File: src/rtl/cdr_pkg.sv
// Shared types and helpers for the CDR phase controller.
//   cdr_state_e : loop FSM state (ACQ / LOCK / FREEZE)
//   PTR_W       : phase pointer width (32 phases)
//   PHASE_W     : thermometer phase code width
//   ptr2therm() : pointer -> 16-bit thermometer phase code
package cdr_pkg;

  localparam int PTR_W   = 5;
  localparam int PHASE_W = 16;

  typedef enum logic [1:0] {
    ACQ    = 2'd0,
    LOCK   = 2'd1,
    FREEZE = 2'd2
  } cdr_state_e;

  // 0 -> all zero; 1..16 -> lower p bits set; 17..31 -> ones shifted out from
  // the bottom, so the code walks a full circle of 32 distinct patterns.
  function automatic logic [PHASE_W-1:0] ptr2therm(input logic [PTR_W-1:0] p);
    logic [31:0] t;
    if (p <= 5'd16) t = (32'd1 << p) - 32'd1;
    else            t = 32'h0000_FFFF << (p - 5'd16);
    return t[PHASE_W-1:0];
  endfunction

endpackage

File: src/rtl/cdr_vote_filter.sv
// Early/late vote accumulator with symmetric threshold.
//   clk, rst_gen : clock, synchronous active-high reset
//   clr          : clear accumulator (pointer load)
//   en           : accept votes this cycle (low while frozen/loading)
//   vote_valid, early, late : phase-detector vote
//   up, dn       : combinational strobes, high on the edge the threshold is hit
module cdr_vote_filter
  #(parameter int VOTE_TH = 8)
  (
  input  logic clk,
  input  logic rst_gen,
  input  logic clr,
  input  logic en,
  input  logic vote_valid,
  input  logic early,
  input  logic late,
  output logic up,
  output logic dn
  );

  localparam logic signed [4:0] TH_P = 5'(VOTE_TH);
  localparam logic signed [4:0] TH_N = -TH_P;

  logic signed [4:0] acc_q, acc_d, acc_next, delta;

  always_comb begin
    delta = 5'sd0;
    if (vote_valid && early && !late)      delta = 5'sd1;
    else if (vote_valid && late && !early) delta = -5'sd1;
    acc_next = acc_q + delta;
    up = en && (acc_next == TH_P);
    dn = en && (acc_next == TH_N);
    if (clr)          acc_d = 5'sd0;
    else if (!en)     acc_d = acc_q;
    else if (up | dn) acc_d = 5'sd0;
    else              acc_d = acc_next;
  end

  always_ff @(posedge clk) begin
    if (rst_gen) acc_q <= 5'sd0;
    else         acc_q <= acc_d;
  end

endmodule

File: src/rtl/cdr_phase_ctrl.sv
// CDR phase pointer controller: filters early/late votes into pointer steps,
// tracks lock from the step direction pattern, and drives a thermometer code.
//   clk, rst_gen          : clock, synchronous active-high reset
//   early, late, vote_valid : phase-detector votes
//   hold                  : freeze the loop
//   load_en, load_idx     : force the pointer
//   phase_idx, phase_out  : registered pointer and thermometer code
//   step_up, step_dn      : one-cycle step pulses
//   locked                : high in LOCK
module cdr_phase_ctrl
  import cdr_pkg::*;
  #(parameter int VOTE_TH = 8,
    parameter int LOCK_N  = 4)
  (
  input  logic               clk,
  input  logic               rst_gen,
  input  logic               early,
  input  logic               late,
  input  logic               vote_valid,
  input  logic               hold,
  input  logic               load_en,
  input  logic [PTR_W-1:0]   load_idx,
  output logic [PTR_W-1:0]   phase_idx,
  output logic [PHASE_W-1:0] phase_out,
  output logic               step_up,
  output logic               step_dn,
  output logic               locked
  );

  cdr_state_e state_q, state_d, prev_q, prev_d, cur;
  logic [PTR_W-1:0]   ptr_q, ptr_d;
  logic [PHASE_W-1:0] phase_q, phase_d;
  logic [3:0] alt_cnt_q, alt_cnt_d, alt_inc;
  logic [1:0] same_cnt_q, same_cnt_d;
  logic last_up_q, last_up_d, have_dir_q, have_dir_d;
  logic locked_q, locked_d, step_up_q, step_up_d, step_dn_q, step_dn_d;
  logic f_up, f_dn, alt;

  cdr_vote_filter #(.VOTE_TH(VOTE_TH)) u_filt (
    .clk(clk), .rst_gen(rst_gen), .clr(load_en), .en(!load_en && !hold),
    .vote_valid(vote_valid), .early(early), .late(late), .up(f_up), .dn(f_dn)
  );

  always_comb begin
    state_d = state_q; prev_d = prev_q; ptr_d = ptr_q;
    alt_cnt_d = alt_cnt_q; same_cnt_d = same_cnt_q;
    last_up_d = last_up_q; have_dir_d = have_dir_q; locked_d = locked_q;
    step_up_d = 1'b0; step_dn_d = 1'b0;
    // Leaving FREEZE behaves as the state held before entry.
    cur = (state_q == FREEZE) ? prev_q : state_q;
    alt = have_dir_q && (f_up != last_up_q);
    alt_inc = alt_cnt_q + 4'd1;
    if (load_en) begin
      ptr_d = load_idx; alt_cnt_d = '0; same_cnt_d = '0;
      have_dir_d = 1'b0; state_d = ACQ; locked_d = 1'b0;
    end else if (hold) begin
      if (state_q != FREEZE) begin
        prev_d  = state_q;
        state_d = FREEZE;
      end
    end else begin
      state_d = cur;
      if (f_up || f_dn) begin
        step_up_d = f_up; step_dn_d = f_dn;
        ptr_d = f_up ? ptr_q + 5'd1 : ptr_q - 5'd1;
        have_dir_d = 1'b1; last_up_d = f_up;
        if (cur == LOCK) begin
          if (alt)                   same_cnt_d = '0;
          else if (same_cnt_q == 2'd1) begin
            state_d = ACQ; locked_d = 1'b0; alt_cnt_d = '0; same_cnt_d = '0;
          end else                   same_cnt_d = same_cnt_q + 2'd1;
        end else begin
          if (!alt)                  alt_cnt_d = '0;
          else if (alt_inc == 4'(LOCK_N)) begin
            state_d = LOCK; locked_d = 1'b1; alt_cnt_d = '0; same_cnt_d = '0;
          end else                   alt_cnt_d = alt_inc;
        end
      end
    end
    phase_d = ptr2therm(ptr_d);
  end

  always_ff @(posedge clk) begin
    if (rst_gen) begin
      state_q <= ACQ; prev_q <= ACQ; ptr_q <= '0; phase_q <= '0;
      alt_cnt_q <= '0; same_cnt_q <= '0; last_up_q <= 1'b0; have_dir_q <= 1'b0;
      locked_q <= 1'b0; step_up_q <= 1'b0; step_dn_q <= 1'b0;
    end else begin
      state_q <= state_d; prev_q <= prev_d; ptr_q <= ptr_d; phase_q <= phase_d;
      alt_cnt_q <= alt_cnt_d; same_cnt_q <= same_cnt_d;
      last_up_q <= last_up_d; have_dir_q <= have_dir_d;
      locked_q <= locked_d; step_up_q <= step_up_d; step_dn_q <= step_dn_d;
    end
  end

  assign phase_idx = ptr_q;
  assign phase_out = phase_q;
  assign step_up   = step_up_q;
  assign step_dn   = step_dn_q;
  assign locked    = locked_q;

endmodule

File: config.mk
export PLATFORM = sky130hd
export DESIGN_NAME = cdr_phase_ctrl
export DESIGN_NICKNAME = d
export VERILOG_FILES = /design/src/rtl/cdr_pkg.sv /design/src/rtl/cdr_vote_filter.sv /design/src/rtl/cdr_phase_ctrl.sv
export SDC_FILE = /design/constraint.sdc
export NUM_CORES = 1
export LEC_CHECK = 0
export BUFFER_PORTS_ARGS = -buffer_cell sky130_fd_sc_hd__buf_2
export CORE_UTILIZATION = 30
export CTS_CLUSTER_SIZE = 14
export DETAILED_ROUTE_END_ITERATION = 10
export PLACE_DENSITY = 0.45
export SLEW_MARGIN = 10
export SYNTH_ARGS = -nofsm -noshare
export SYNTH_HDL_FRONTEND = slang
export SYNTH_HIERARCHICAL = 1
export SYNTH_SLANG_ARGS = --single-unit
File: constraint.sdc
create_clock -name clk -period 5.3 [get_ports clk]
set_clock_uncertainty 0.1 [all_clocks]
set_input_delay 0.265 -clock clk [delete_from_list [all_inputs] [get_ports clk]]
set_output_delay 0.265 -clock clk [all_outputs]
set_load 0.01 [all_outputs]
Word level (Yosys, flattened, before mapping)

Cells that the tools add are included.

Register bits: 41
Input port bits: 12
Output and inout port bits: 24

Add/sub/neg operators: 7
$lt $le $gt $ge: 1
Equal/unequal tests: 11
Shift operators: 2
Multiplexer cells: 32
Bitwise gates (word level): 4
Reductions and logical operators: 24

Operator list:

| cell                    | count |
|---|---|
| $mux W5                 | 7 |
| $mux W2                 | 14 |
| $mux W4                 | 5 |
| $mux W16                | 1 |
| $shl A1 B5 Y16 const A  | 1 |
| $shl A16 B5 Y16 const A | 1 |
| $sub A16 B1 Y16 const B | 1 |
| $logic_and A1 B1 Y1     | 8 |
| $reduce_and A4 Y1       | 2 |
| $reduce_and A3 Y1       | 2 |
| $reduce_and A6 Y1       | 1 |
| $reduce_bool A2 Y1      | 3 |
| $add A5 B1 Y5 const B   | 1 |
| $add A5 B5 Y5           | 1 |
| $eq A5 B4 Y1 const B    | 1 |
| $eq A5 B5 Y1 const B    | 1 |
| $le A5 B5 Y1 const B    | 1 |
| $mux W1                 | 5 |
| $sub A5 B1 Y5 const B   | 1 |
| $sub A5 B5 Y5 const B   | 1 |
| $add A4 B1 Y4 const B   | 1 |
| $eq A2 B1 Y1 const B    | 2 |
| $eq A4 B3 Y1 const B    | 1 |
| $logic_not A1 Y1        | 4 |
| 11 further kinds        | 15 |

Longest topological paths before layout

Depth in word-level cells: 14
Gate-level depth with buffers: 27
Gate-level depth less buffers: 24

Hierarchy

Netlist, hierarchy kept.

Modules (own cells, without submodules):

| module          | times used | cells an instance | area each (µm²) | sequential area each (µm²) |
|---|---|---|---|---|
| cdr_phase_ctrl  | 1          | 261               | 2,107.0         | 720.7 |
| cdr_vote_filter | 1          | 45                | 424.2           | 100.1 |

Least setup slack after synthesis

OpenSTA, ideal clock, no wires.

Path kind: input port to flip-flop
Start: in late
End: reg phase_q[2] (netlist: phase_out[2])
Library setup time: 103 ps
Arrival time: 4,348 ps
Required time: 5,097 ps
Slack: 748 ps
Cell stages on the path: 24
Path buffers: 3
Cell sequence: xor2_1 and2_1 ha_1 inv_1 fa_1 inv_1 a21o_1 a21oi_1 xor2_1 nor2b_1 buf_6 inv_2 ha_1 a21oi_1 a2111oi_0 or3_4 buf_6 nor2_1 nand3_1 ha_1 clkbuf_1 nand3_1 a21oi_1 a2111oi_2

Word-level cells in the longest chain between the ends: 14

RTL lines:

| what                                               | RTL line                                   | source |
|---|---|---|
| from (decl)                                        | cdr_phase_ctrl.sv:18                       | `input logic late,` |
| $logic_and A1 B1 Y1 (2 in a row)                   | cdr_vote_filter.sv:29                      | `else if (vote_valid && late && !early) delta = -5'sd1;` |
| $mux W5                                            | cdr_vote_filter.sv:29                      |  |
| $mux W5 (*)                                        | cdr_vote_filter.sv:28                      | `if (vote_valid && early && !late) delta = 5'sd1;` |
| $add A5 B5 Y5 (*)                                  | cdr_vote_filter.sv:30                      | `acc_next = acc_q + delta;` |
| $eq A5 B5 Y1 (*)                                   | cdr_vote_filter.sv:31                      | `up = en && (acc_next == TH_P);` |
| $logic_and A1 B1 Y1 (*)                            | cdr_vote_filter.sv:31                      |  |
| net f_up                                           | cdr_phase_ctrl.sv:37                       | `logic f_up, f_dn, alt;` |
| $mux W5 or $logic_or A1 B1 Y1 (tied branches)      | cdr_phase_ctrl.sv:65, cdr_phase_ctrl.sv:63 |  |
| $mux W5 (*)                                        | cdr_phase_ctrl.sv:63                       | `if (f_up \|\| f_dn) begin` |
| $mux W5 (*)                                        | cdr_phase_ctrl.sv:56                       | `end else if (hold) begin` |
| $mux W5 (*)                                        | cdr_phase_ctrl.sv:53                       | `if (load_en) begin` |
| $sub A5 B5 Y5 or $shl A1 B5 Y16 (tied branches)    | cdr_pkg.sv:22, cdr_pkg.sv:21               |  |
| $shl A16 B5 Y16 or $sub A16 B1 Y16 (tied branches) | cdr_pkg.sv:22, cdr_pkg.sv:21               |  |
| $mux W16 (*)                                       | cdr_pkg.sv:21                              | `if (p <= 5'd16) t = (32'd1 << p) - 32'd1;` |
| to (signal assigned)                               | cdr_phase_ctrl.sv:89                       | `state_q <= state_d; prev_q <= prev_d; ptr_q <= ptr_d; phase_q <= phase_d;` |
| to (decl)                                          | cdr_phase_ctrl.sv:32                       | `logic [PHASE_W-1:0] phase_q, phase_d;` |

Mark *: on every way through the listed nets, which the timed path passes. The rest lies on a longest branch.
A chain may end at the register's enable or synchronous reset.

Final worst setup path

Start: in late
End: reg phase_q[14] (netlist: phase_out[14])

Same word-level chain as after synthesis.

==> impl_metrics.yaml <==
run_status:
  status: "complete, no violations"
clock_network:
  htreeDepth: 2
  numCtsBuffers: 5
  cts_setup_buffers: 0
  path_clk_slew_ps: 80
  clk_latency_ps: 290
  clockBufferDepth: 2
  cts_root_buf: "clkbuf_8"
  ctsHoldBuffers: 0
  cts_num_sinks: 41
  cts_tree: "built"
  ctsResizeCount: 0
timing:
  fin_crit_ps: 4650
  hold_viol: 0
  worst_slew_pin_slew_ps: 860
  max_clock_freq_mhz: 215
  finalMaxSlewViolations: 0
  finalCritPeriodShare_pct: 87.8
  tns_ps: 0
  setup_viol: 0
  max-slew-margin-rel_pct: 41.0
  rsz0062_at_grt: "false"
finish:
  layout_commonest_cell: "dfxtp_1"
  fin_area_mm2: 0.00289
  final_cell_mix: "dfxtp_1, nor2_1, buf_2, a21oi_1, nand2_1"
  nets: 363
  drive_above_1_share_pct: 20.6
  num_antenna_cells: 0
  syn_to_final_growth_pct: 14.1
floorplanning:
  ios: 36
  rows: 33
  die_x_um: 93.9
  start_util_pct: 31.0
  die_height_um: 93.9
  die_area_mm2: 0.00881
  core-area_mm2: 0.00818
placed_design:
  placedInstanceArea_mm2: 0.00277
  dp.final_hpwl_um: 4270
  port-buffer-count: 35
  gp_routability_congestion: 0.850
route:
  drt_iter0_drc: 62
  drt.antenna.violating_nets: 0
  vias: 2240
  post_drt_wl_per_cell_um: 13.2
  wirelength_um: 5880
  vias_per_cell: 5.05
  drc: 0
  dr.pass1.iters: 7
power_and_ir_drop:
  switching_share_pct: 27.9
  power.density_mw_per_mm2: 261
  p_sw_uw: 210
  intPower_uw: 543
  seqPwrFrac_pct: 44.3
  ir_drop_v: 0.000104
  p_leak_uw: 0.00117
  clock_power_share_pct: 35.0
  combPwrFrac_pct: 20.7
worst_setup_path:
  critical_path_required_ps: 5390
  cp.arrival_ps: 4740
  end_kind: "register"
  path_class: "in -> reg"
  crit_fanout: 23
  start_kind: "input port"
  worst-r2r-cell-count: 20
global_routing:
  antenna_found_initial: 0
  grt_use_met1_pct: 21.4
  overflow: 0
  grt_max_degree: 31
  met3_usage_pct: 2.83
  grt_pass1_vias: 2054
  busiest_layer: "met2"
  grt_pass1_wl_um: 10300
  grtUsageTotal_pct: 14.7
  met2_usage_pct: 21.8
synthesis:
  ys_async_sr_fraction_pct: 0
  yosys_warnings: 6
  synth_seq_area_share_pct: 32.4
  ys_ff_latch: 41
  ys.flop_type: "dfxtp_1"
  synthCells: 306
  synth_area_mm2: 0.00253
  synth_edf_count: 0
  syn-num-nets: 331
  synth_area_per_cell_um2: 8.27
  yosysUniqueCellTypes: 57
min_path:
  min_path_type: "in -> reg"
  holdPathStages: 2
run:
  maxCapViolCount: 0
flip-flops by register name, indices dropped and copies added (netlist names):
signal and count:
step_up 1, alt_cnt_q 4, same_cnt_q 2, phase_idx 5, locked 1, state_q 2
prev_q 2, have_dir_q 1, u_filt/acc_q 5, last_up_q 1, phase_out 16, step_dn 1
cells in the mapped netlist (all sizes together) (3+ instances only):
master / number / area [µm²]
buf: 10 / 88.8
ha: 11 / 138
or3: 6 / 52.6
clkbuf: 6 / 22.5
a211oi: 4 / 30.0
inv: 17 / 68.8
dfxtp: 41 / 821
nor4: 5 / 31.3
nor3: 18 / 95.1
nand3: 9 / 60.1
o21ai: 22 / 114
a221oi: 3 / 32.5
xor2: 4 / 35.0
and3: 5 / 41.3
nor2b: 7 / 43.8
xnor2: 8 / 70.1
a21oi: 22 / 110
a32oi: 3 / 26.3
nand2: 20 / 75.1
o21a: 4 / 30.0
nand3b: 3 / 35.0
mux2i: 4 / 40.0
nand2b: 7 / 43.8
nor2: 37 / 139
a31oi: 3 / 18.8
power groups by stage:
stage                     Sequential [µW]  Clock [µW]  Combinational (µW)
final                                 333         264                 156
after global routing                  336         289                 176
after CTS                             334         277                 157
after detailed placement              341           0                 156
after global placement                341           0                 158
after floorplan                       349           0                 104
cell families after synthesis:
logic type | synth area share (%)
adder cells (fa/ha/maj) | 7.02
AND/OR/NAND/NOR | 27.1
XOR/XNOR | 4.15
AO/OA/AOI/OAI | 20.6
buffers and inverters | 7.12
multiplexers | 1.58
flip-flops | 32.4
worst max-delay path, cell delays in order:
cell,delay [ps]
buf_2,120
xor2_1,130
and2_1,140
ha_1,160
inv_1,60
fa_1,430
inv_1,80
a21o_1,110
a21oi_1,70
xor2_1,190
nor2b_1,170
buf_4,170
fa_1,390
nand2b_1,160
a21oi_1,200
a21oi_1,60
or3_4,470
inv_4,230
nand3_1,110
ha_1,320
nor4_1,310
o21ai_0,110
a221oi_1,280
worst paths after layout:
kind | slack, ps | to | from
setup / recovery | 650 | phase_out[14] | late
hold reg to reg | 380 | prev_q[1] | prev_q[1]
hold / removal | 160 | step_up | hold
setup reg to reg | 660 | phase_out[14] | u_filt/acc_q[0]
area by class of cell:
| cell class | count | area, µm² |
|---|---|---|
| clock buffer | 7 | 86.3 |
| clock inverter | 1 | 30.0 |
| fill | 883 | 5290 |
| inverter | 17 | 68.8 |
| multi-input combinational | 232 | 1530 |
| sequential | 41 | 821 |
| tap | 105 | 131 |
| timing repair buffer | 41 | 220 |
per-stage QoR:
step | cells | utilization [%] | hold WS (ps) | power, µW | setup WS [ps]
after floorplan | 306 | - | 242 | 453 | 748
after global placement | 436 | 33.9 | 371 | 499 | 422
after detailed placement | 436 | 33.9 | 372 | 497 | 410
after CTS | 444 | 35.3 | 156 | 768 | 635
after global routing | 444 | 35.3 | 166 | 801 | 172
final | 444 | 35.3 | 161 | 753 | 645
per-layer routing:
metal	vias to the layer above	wire length, µm
li1	1145	-
met1	1030	3000
met2	59	2550
met3	6	261
met4	0	68
met5	-	0
Power figures use the tool's default switching activity.
